`config.mk`:
```
export PLATFORM = sky130hd
export DESIGN_NAME = v_issue_ctrl_flat
export DESIGN_NICKNAME = d
export VERILOG_FILES = /design/src/rtl/v_pkg.sv /design/src/rtl/v_issue_ctrl_if.sv /design/src/rtl/v_instr_fifo.sv /design/src/rtl/v_issue_ctrl.sv /design/src/flat_wrapper.sv
export SDC_FILE = /design/constraint.sdc
export NUM_CORES = 1
export LEC_CHECK = 0
export CORE_ASPECT_RATIO = 1.4
export CORE_UTILIZATION = 48
export CTS_CLUSTER_SIZE = 16
export DETAILED_ROUTE_END_ITERATION = 10
export GPL_TIMING_DRIVEN = 0
export PLACE_DENSITY = 0.78
export SLEW_MARGIN = 30
export SYNTH_ARGS = -nofsm -noshare
export SYNTH_HDL_FRONTEND = slang
export SYNTH_SLANG_ARGS = --single-unit
```
`constraint.sdc`:
```
create_clock -name clk -period 6.3 [get_ports clk]
set_input_delay 0.945 -clock clk [delete_from_list [all_inputs] [get_ports clk]]
set_output_delay 0.945 -clock clk [all_outputs]
set_load 0.02 [all_outputs]
```
`src/rtl/v_pkg.sv`:
```
// Shared types and constants for the vector coprocessor issue path.
package v_pkg;

  localparam int V_NUM_UNITS         = 6;
  localparam int V_ISSUE_TIMEOUT_DEF = 64;

  typedef enum logic [2:0] {
    U_ILLEGAL = 3'd0,
    U_VALU    = 3'd1,
    U_VMUL    = 3'd2,
    U_VRED    = 3'd3,
    U_VSLDU   = 3'd4,
    U_VLOAD   = 3'd5,
    U_VSTORE  = 3'd6,
    U_VCONFIG = 3'd7
  } v_unit_e;

  // IDLE: decide on head | ISSUE: start pulse | WAIT: await done | COMMIT: wb strobe + pop
  typedef enum logic [1:0] {
    S_IDLE   = 2'd0,
    S_ISSUE  = 2'd1,
    S_WAIT   = 2'd2,
    S_COMMIT = 2'd3
  } v_issue_state_e;

  function automatic logic [V_NUM_UNITS-1:0] unit_onehot(v_unit_e u);
    logic [V_NUM_UNITS-1:0] oh;
    for (int k = 0; k < V_NUM_UNITS; k++) oh[k] = (3'(u) == 3'(k + 1));
    return oh;
  endfunction

endpackage

```
`src/rtl/v_issue_ctrl_if.sv`:
```
// Instruction port, decoder feedback and functional-unit handshake of the issue controller.
interface v_issue_ctrl_if;
  import v_pkg::*;

  logic                   instr_valid;
  logic [31:0]            instr_in;
  logic                   instr_ready;
  logic [31:0]            dec_instr;
  logic [2:0]             dec_unit;
  logic                   dec_wr_dest;
  logic [V_NUM_UNITS-1:0] unit_start;
  logic [V_NUM_UNITS-1:0] unit_done;
  logic                   vconfig_wr_en;
  logic                   wb_en;
  logic                   busy;
  logic                   err_illegal;
  logic                   err_timeout;
  logic                   err_clr;

  modport slave (
    input  instr_valid, instr_in, dec_unit, dec_wr_dest, unit_done, err_clr,
    output instr_ready, dec_instr, unit_start, vconfig_wr_en, wb_en, busy,
           err_illegal, err_timeout
  );

  modport master (
    output instr_valid, instr_in, dec_unit, dec_wr_dest, unit_done, err_clr,
    input  instr_ready, dec_instr, unit_start, vconfig_wr_en, wb_en, busy,
           err_illegal, err_timeout
  );

endinterface

```
`src/rtl/v_instr_fifo.sv`:
```
// Circular instruction buffer; push/pop are ignored when full/empty respectively.
module v_instr_fifo #(
  parameter int WIDTH = 32,
  parameter int DEPTH = 2
) (
  input  logic                     clk,
  input  logic                     rst,
  input  logic                     push_i,
  input  logic                     pop_i,
  input  logic [WIDTH-1:0]         wdata_i,
  output logic [WIDTH-1:0]         rdata_o,
  output logic                     full_o,
  output logic                     empty_o,
  output logic [$clog2(DEPTH):0]   count_o
);
  localparam int AW = $clog2(DEPTH);

  logic [WIDTH-1:0] mem_q [DEPTH];
  logic [AW-1:0]    wptr_q, rptr_q;
  logic [AW:0]      count_q;
  logic             do_push, do_pop;

  assign do_push = push_i && !full_o;
  assign do_pop  = pop_i && !empty_o;

  always_ff @(posedge clk) begin
    if (do_push) mem_q[wptr_q] <= wdata_i;
  end

  always_ff @(posedge clk or posedge rst) begin
    if (rst) begin
      wptr_q  <= '0;
      rptr_q  <= '0;
      count_q <= '0;
    end else begin
      if (do_push) wptr_q <= wptr_q + 1'b1;
      if (do_pop)  rptr_q <= rptr_q + 1'b1;
      case ({do_push, do_pop})
        2'b10:   count_q <= count_q + 1'b1;
        2'b01:   count_q <= count_q - 1'b1;
        default: count_q <= count_q;
      endcase
    end
  end

  assign rdata_o = mem_q[rptr_q];
  assign full_o  = (count_q == (AW+1)'(DEPTH));
  assign empty_o = (count_q == '0);
  assign count_o = count_q;

endmodule

```
`src/rtl/v_issue_ctrl.sv`:
```
// In-order issue controller: holds the queue head on the decoder, starts one unit,
// waits for its done (bounded by TIMEOUT) and emits a single writeback commit strobe.
module v_issue_ctrl
  import v_pkg::*;
#(
  parameter int QDEPTH  = 2,
  parameter int TIMEOUT = V_ISSUE_TIMEOUT_DEF
) (
  input  logic            clk,
  input  logic            rst,
  v_issue_ctrl_if.slave   bus
);
  localparam int CW = $clog2(TIMEOUT + 1);

  v_issue_state_e         state_q, state_d;
  v_unit_e                cur_unit_q, cur_unit_d;
  logic [CW-1:0]          tmo_q, tmo_d;
  logic                   err_ill_q, err_ill_d;
  logic                   err_tmo_q, err_tmo_d;

  logic                   push, pop, full, empty, vcfg, done;
  logic [31:0]            head;
  logic [$clog2(QDEPTH):0] count;
  v_unit_e                unit;

  v_instr_fifo #(.WIDTH(32), .DEPTH(QDEPTH)) u_fifo (
    .clk     (clk),
    .rst     (rst),
    .push_i  (push),
    .pop_i   (pop),
    .wdata_i (bus.instr_in),
    .rdata_o (head),
    .full_o  (full),
    .empty_o (empty),
    .count_o (count)
  );

  assign push = bus.instr_valid && !full;
  assign unit = v_unit_e'(bus.dec_unit);
  assign done = |(bus.unit_done & unit_onehot(cur_unit_q));

  always_comb begin
    state_d    = state_q;
    cur_unit_d = cur_unit_q;
    tmo_d      = tmo_q;
    err_ill_d  = err_ill_q;
    err_tmo_d  = err_tmo_q;
    pop        = 1'b0;
    vcfg       = 1'b0;
    // clear first so a same-cycle error event overrides it
    if (bus.err_clr) begin
      err_ill_d = 1'b0;
      err_tmo_d = 1'b0;
    end
    case (state_q)
      S_IDLE: begin
        if (!empty) begin
          case (unit)
            U_ILLEGAL: begin
              err_ill_d = 1'b1;
              pop       = 1'b1;
            end
            U_VCONFIG: begin
              vcfg = 1'b1;
              pop  = 1'b1;
            end
            default: begin
              cur_unit_d = unit;
              tmo_d      = '0;
              state_d    = S_ISSUE;
            end
          endcase
        end
      end
      S_ISSUE, S_WAIT: begin
        if (done) begin
          state_d = S_COMMIT;
        end else if (tmo_q == CW'(TIMEOUT - 1)) begin
          err_tmo_d = 1'b1;
          pop       = 1'b1;
          state_d   = S_IDLE;
        end else begin
          tmo_d   = tmo_q + 1'b1;
          state_d = S_WAIT;
        end
      end
      S_COMMIT: begin
        pop     = 1'b1;
        state_d = S_IDLE;
      end
      default: state_d = S_IDLE;
    endcase
  end

  always_ff @(posedge clk or posedge rst) begin
    if (rst) begin
      state_q    <= S_IDLE;
      cur_unit_q <= U_ILLEGAL;
      tmo_q      <= '0;
      err_ill_q  <= 1'b0;
      err_tmo_q  <= 1'b0;
    end else begin
      state_q    <= state_d;
      cur_unit_q <= cur_unit_d;
      tmo_q      <= tmo_d;
      err_ill_q  <= err_ill_d;
      err_tmo_q  <= err_tmo_d;
    end
  end

  assign bus.instr_ready   = !full;
  assign bus.dec_instr     = empty ? 32'h0 : head;
  assign bus.unit_start    = (state_q == S_ISSUE) ? unit_onehot(cur_unit_q) : '0;
  assign bus.wb_en         = (state_q == S_COMMIT) && bus.dec_wr_dest;
  assign bus.vconfig_wr_en = vcfg;
  assign bus.busy          = (state_q != S_IDLE) || (count != '0);
  assign bus.err_illegal   = err_ill_q;
  assign bus.err_timeout   = err_tmo_q;

endmodule

```
`src/flat_wrapper.sv`:
```
// flat-port wrapper written by rule: the top's interface ports become plain ports
module v_issue_ctrl_flat import v_pkg::*;
#(
  parameter int QDEPTH  = 2,
  parameter int TIMEOUT = V_ISSUE_TIMEOUT_DEF
)
  (clk, rst, bus_instr_valid, bus_instr_in, bus_dec_unit, bus_dec_wr_dest, bus_unit_done, bus_err_clr, bus_instr_ready, bus_dec_instr, bus_unit_start, bus_vconfig_wr_en, bus_wb_en, bus_busy, bus_err_illegal, bus_err_timeout);
  v_issue_ctrl_if bus_i ();
  input  logic clk;
  input  logic rst;
  input wire logic [$bits(bus_i.instr_valid)-1:0] bus_instr_valid;
  input wire logic [$bits(bus_i.instr_in)-1:0] bus_instr_in;
  input wire logic [$bits(bus_i.dec_unit)-1:0] bus_dec_unit;
  input wire logic [$bits(bus_i.dec_wr_dest)-1:0] bus_dec_wr_dest;
  input wire logic [$bits(bus_i.unit_done)-1:0] bus_unit_done;
  input wire logic [$bits(bus_i.err_clr)-1:0] bus_err_clr;
  output wire logic [$bits(bus_i.instr_ready)-1:0] bus_instr_ready;
  output wire logic [$bits(bus_i.dec_instr)-1:0] bus_dec_instr;
  output wire logic [$bits(bus_i.unit_start)-1:0] bus_unit_start;
  output wire logic [$bits(bus_i.vconfig_wr_en)-1:0] bus_vconfig_wr_en;
  output wire logic [$bits(bus_i.wb_en)-1:0] bus_wb_en;
  output wire logic [$bits(bus_i.busy)-1:0] bus_busy;
  output wire logic [$bits(bus_i.err_illegal)-1:0] bus_err_illegal;
  output wire logic [$bits(bus_i.err_timeout)-1:0] bus_err_timeout;
  assign bus_i.instr_valid = bus_instr_valid;
  assign bus_i.instr_in = bus_instr_in;
  assign bus_i.dec_unit = bus_dec_unit;
  assign bus_i.dec_wr_dest = bus_dec_wr_dest;
  assign bus_i.unit_done = bus_unit_done;
  assign bus_i.err_clr = bus_err_clr;
  assign bus_instr_ready = bus_i.instr_ready;
  assign bus_dec_instr = bus_i.dec_instr;
  assign bus_unit_start = bus_i.unit_start;
  assign bus_vconfig_wr_en = bus_i.vconfig_wr_en;
  assign bus_wb_en = bus_i.wb_en;
  assign bus_busy = bus_i.busy;
  assign bus_err_illegal = bus_i.err_illegal;
  assign bus_err_timeout = bus_i.err_timeout;
  v_issue_ctrl #(.QDEPTH(QDEPTH), .TIMEOUT(TIMEOUT)) u_core (.clk(clk), .rst(rst), .bus(bus_i));
endmodule
```
==> qor.csv <==
stage,metric,value,unit
outcome,status,finished clean,
floorplanning,dieArea,7900,µm²
clock_network,post_cts_resize_count,0,
power_and_ir_drop,max-vdd-ir-drop,305.7,µV
detailed_routing,wl,7.237,mm
clock_network,path_clk_slew,80,ps
synth,ys_top_cells_by_count,"edfxtp_1, nor2_1, mux2i_1",
floorplanning,die_width,75.41,µm
critical_path,setup.worst_path.end_class,output port,
synth,yosysSeqAreaShare,65.51,%
power_and_ir_drop,combPwrFrac,50.7,%
critical_path,path_class,in2out,
clock_network,holdBufCountCts,0,
global_route,grt_overflow_total,0,
sta,maxSlewHeadroom,45.46,%
clock_network,postCtsSetupBuffers,0,
clock_network,cts-htree-levels,3,
critical_path,crit_required,5350,ps
synth,ys_seq_elements,82,
floorplanning,core-area,7315,µm²
sta,rsz0062_at_grt,false,
sta,setup_viol,0,
detailed_routing,vias_per_cell,5.228,
sta,finalCritPeriodShare,55.81,%
clock_network,tritoncts,yes,
power_and_ir_drop,swShare,39.16,%
detailed_routing,firstDrtPassIters,6,
synth,synth_top_flop_cell,edfxtp_1,
layout,nets,428,
sta,worstMarginPinSlew,811.2,ps
power_and_ir_drop,power_frac_seq,34.6,%
floorplanning,boundaryPins,90,
detailed_routing,drt_iter0_drc,174,
floorplanning,die_y,104.8,µm
critical_path,slowest_delay,630,ps
sta,max_freq,0.2844,GHz
sta,fin_setup_tns,0,ps
synth,synth-async-reset-ratio,21.95,%
synth,synth.most_common_cell,edfxtp_1,
critical_path,critPathTopFamily,buffers and inverters,
global_route,grt_max_degree,27,
hold_path,min-delay-path-class,reg2reg,
global_route,grt_pass1_vias,2577,
clock_network,clock-root-buffer,clkbuf_8,
clock_network,worstSkewPairLatency,340,ps
global_route,grt_pass1_wl,11.36,mm
detailed_routing,antenna_left,0,
detailed_routing,vias,2504,
placement,hpwl,5.279,mm
layout,diodes,0,
sta,slew_violations,0,
placement,place_congestion,0.8320,
synth,yosys.area.top_type,edfxtp_1,
layout,syn2layout_area_growth,34.07,%
critical_path,crit_buf_inv,2,
critical_path,cp.arrival,2570,ps
layout,drive_above_1_share,8.115,%
floorplanning,row_count,37,
synth,synth_edf_count,64,
global_route,grt_use_total,19.44,%
placement,port_buffers,89,
critical_path,cp-start-kind,primary input,
synth,synthesis.area,3621,µm²
critical_path,crit_fanout,8,
global_route,antenna_found_initial,0,
clock_network,cts.sinks,82,
power_and_ir_drop,clkPwrFrac,14.6,%
synth,ys_types,45,
sta,hold_viol_final,0,
critical_path,crit_chain,clkdlybuf4s50_1 > and3_4 > and3_1 > clkdlybuf4s50_1,
clock_network,cts_buffers,9,
detailed_routing,wire_per_inst,15.11,µm
power_and_ir_drop,p_int,0.001408,W
synth,synth_nets,326,
power_and_ir_drop,p_per_area,476.5,nW/µm²
sta,hold_ws,527.3,ps
synth,synth_cells,275,
detailed_routing,drc_errors,0,
critical_path,cp_common_cell,clkdlybuf4s50_1,
clock_network,cts.path.max_buffers,2,
sta,min_period,3516,ps
synth,ys_warn_count,0,
synth,synth_top_area_share,53.08,%
synth,syn_avg_cell_area,13.17,µm²
sta,fin_skew,7.576,ps
synth,synth.area.top_cells,"edfxtp_1, dfrtp_1, mux2i_1, nor2_1, ha_1",
power_and_ir_drop,p_leak,1.831,nW
job,drv_cap,0,
power_and_ir_drop,p_switching,0.0009059,W
critical_path,critPathSlowestCell,clkdlybuf4s50_1,
floorplanning,start_util,49.50,%
==> sequential cells by signal, indices dropped and copies added, names as in the netlist <==
register,count
u_core.u_fifo.mem_q,64
u_core.tmo_q,7
u_core.cur_unit_q,3
u_core.state_q,2
u_core.u_fifo.count_o,2
u_core.bus.err_illegal,1
u_core.bus.err_timeout,1
u_core.u_fifo.rptr_q,1
u_core.u_fifo.wptr_q,1
==> stage by stage <==
step	util, %	cells	setup WS [ps]	area, µm²	power [W]
floorplan	-	275	3477	3621	0.001525
finish	66.37	479	2784	4855	0.002313
global route	66.37	479	2641	4855	0.002448
global placement	63.34	461	2263	4633	0.001949
detailed placement	63.94	463	2811	4677	0.001995
CTS	66.37	479	2806	4855	0.002340
==> layer usage <==
metal / global-route usage [%] / vias to the layer above / share of wire (%)
li1: - / 1223 / -
met1: 19.93 / 1191 / 38
met2: 34.89 / 78 / 54
met3: 4.822 / 12 / 6.1
met4: 9.921 / 0 / 2.0
met5: 0 / - / 0
==> placed cells by master, fill, tap and decap left out, types with 3 or more instances in the layout <==
cell              n
inv_1             8
o22ai_1           5
nand2_1          14
dfrtp_1          18
or3_1             3
clkdlybuf4s50_1  89
edfxtp_1         64
a21oi_1           6
ha_1              5
xnor2_1           3
nand2b_1          4
mux2i_1          34
and3_1            4
nand3_1           4
nor3_1            3
o21ai_0           6
clkbuf_8          9
o211ai_1          7
clkbuf_1          9
nor2_1           42
==> final cells by class <==
class | instances | area [µm²]
Clock buffer | 10 | 127.6
Buffer | 12 | 58.81
Multi-Input combinational cell | 173 | 1169
Timing Repair Buffer | 91 | 925.9
Clock inverter | 6 | 50.05
Tap cell | 97 | 121.4
Fill cell | 593 | 2460
Sequential cell | 82 | 2372
Inverter | 8 | 30.03
==> final timing paths <==
path / start / end / depth (start not counted) / slack [ps]
min in group asynchronous: rst / u_core.tmo_q[3] / 2 / 1010
max: bus_dec_unit[1] / bus_vconfig_wr_en / 4 / 2780
min: u_core.bus.err_illegal / u_core.bus.err_illegal / 2 / 530
max reg2reg: u_core.u_fifo.count_o[0] / u_core.tmo_q[5] / 6 / 3930
max in group asynchronous: rst / u_core.state_q[1] / 2 / 4830
min reg2reg: u_core.bus.err_illegal / u_core.bus.err_illegal / 2 / 530
==> kinds of logic (layout without fill, tap and decap cells) <==
group	count (synthesis)	after routing	synth area share [%]
AOI/OAI and AO/OA	36	36	7.015
DFF	82	82	65.51
muxes	35	35	9.710
and+or+nand+nor	92	92	12.37
adders and majority gates	5	5	1.728
buffers and inverters	20	127	2.453
xor gates and xnor gates	5	5	1.210
==> worst reg2reg max path: stages, from the launching register on <==
cell and delay [ps]:
dfrtp_1 330, clkbuf_2 170, nor2_1 150, o31ai_1 690, nand2_1 180, or4_4 530
o311ai_2 230
==> power by group through the flow <==
| stage | Sequential [W] | Combinational, W | Clock [W] |
|---|---|---|---|
| floorplan | 0.000798 | 0.000727 | 0 |
| global placement | 0.000809 | 0.00114 | 0 |
| detailed placement | 0.000812 | 0.00118 | 0 |
| CTS | 0.000801 | 0.00119 | 0.000351 |
| global route | 0.000814 | 0.00127 | 0.000365 |
| finish | 0.000801 | 0.00117 | 0.000339 |
Power figures use the tool's default switching activity.
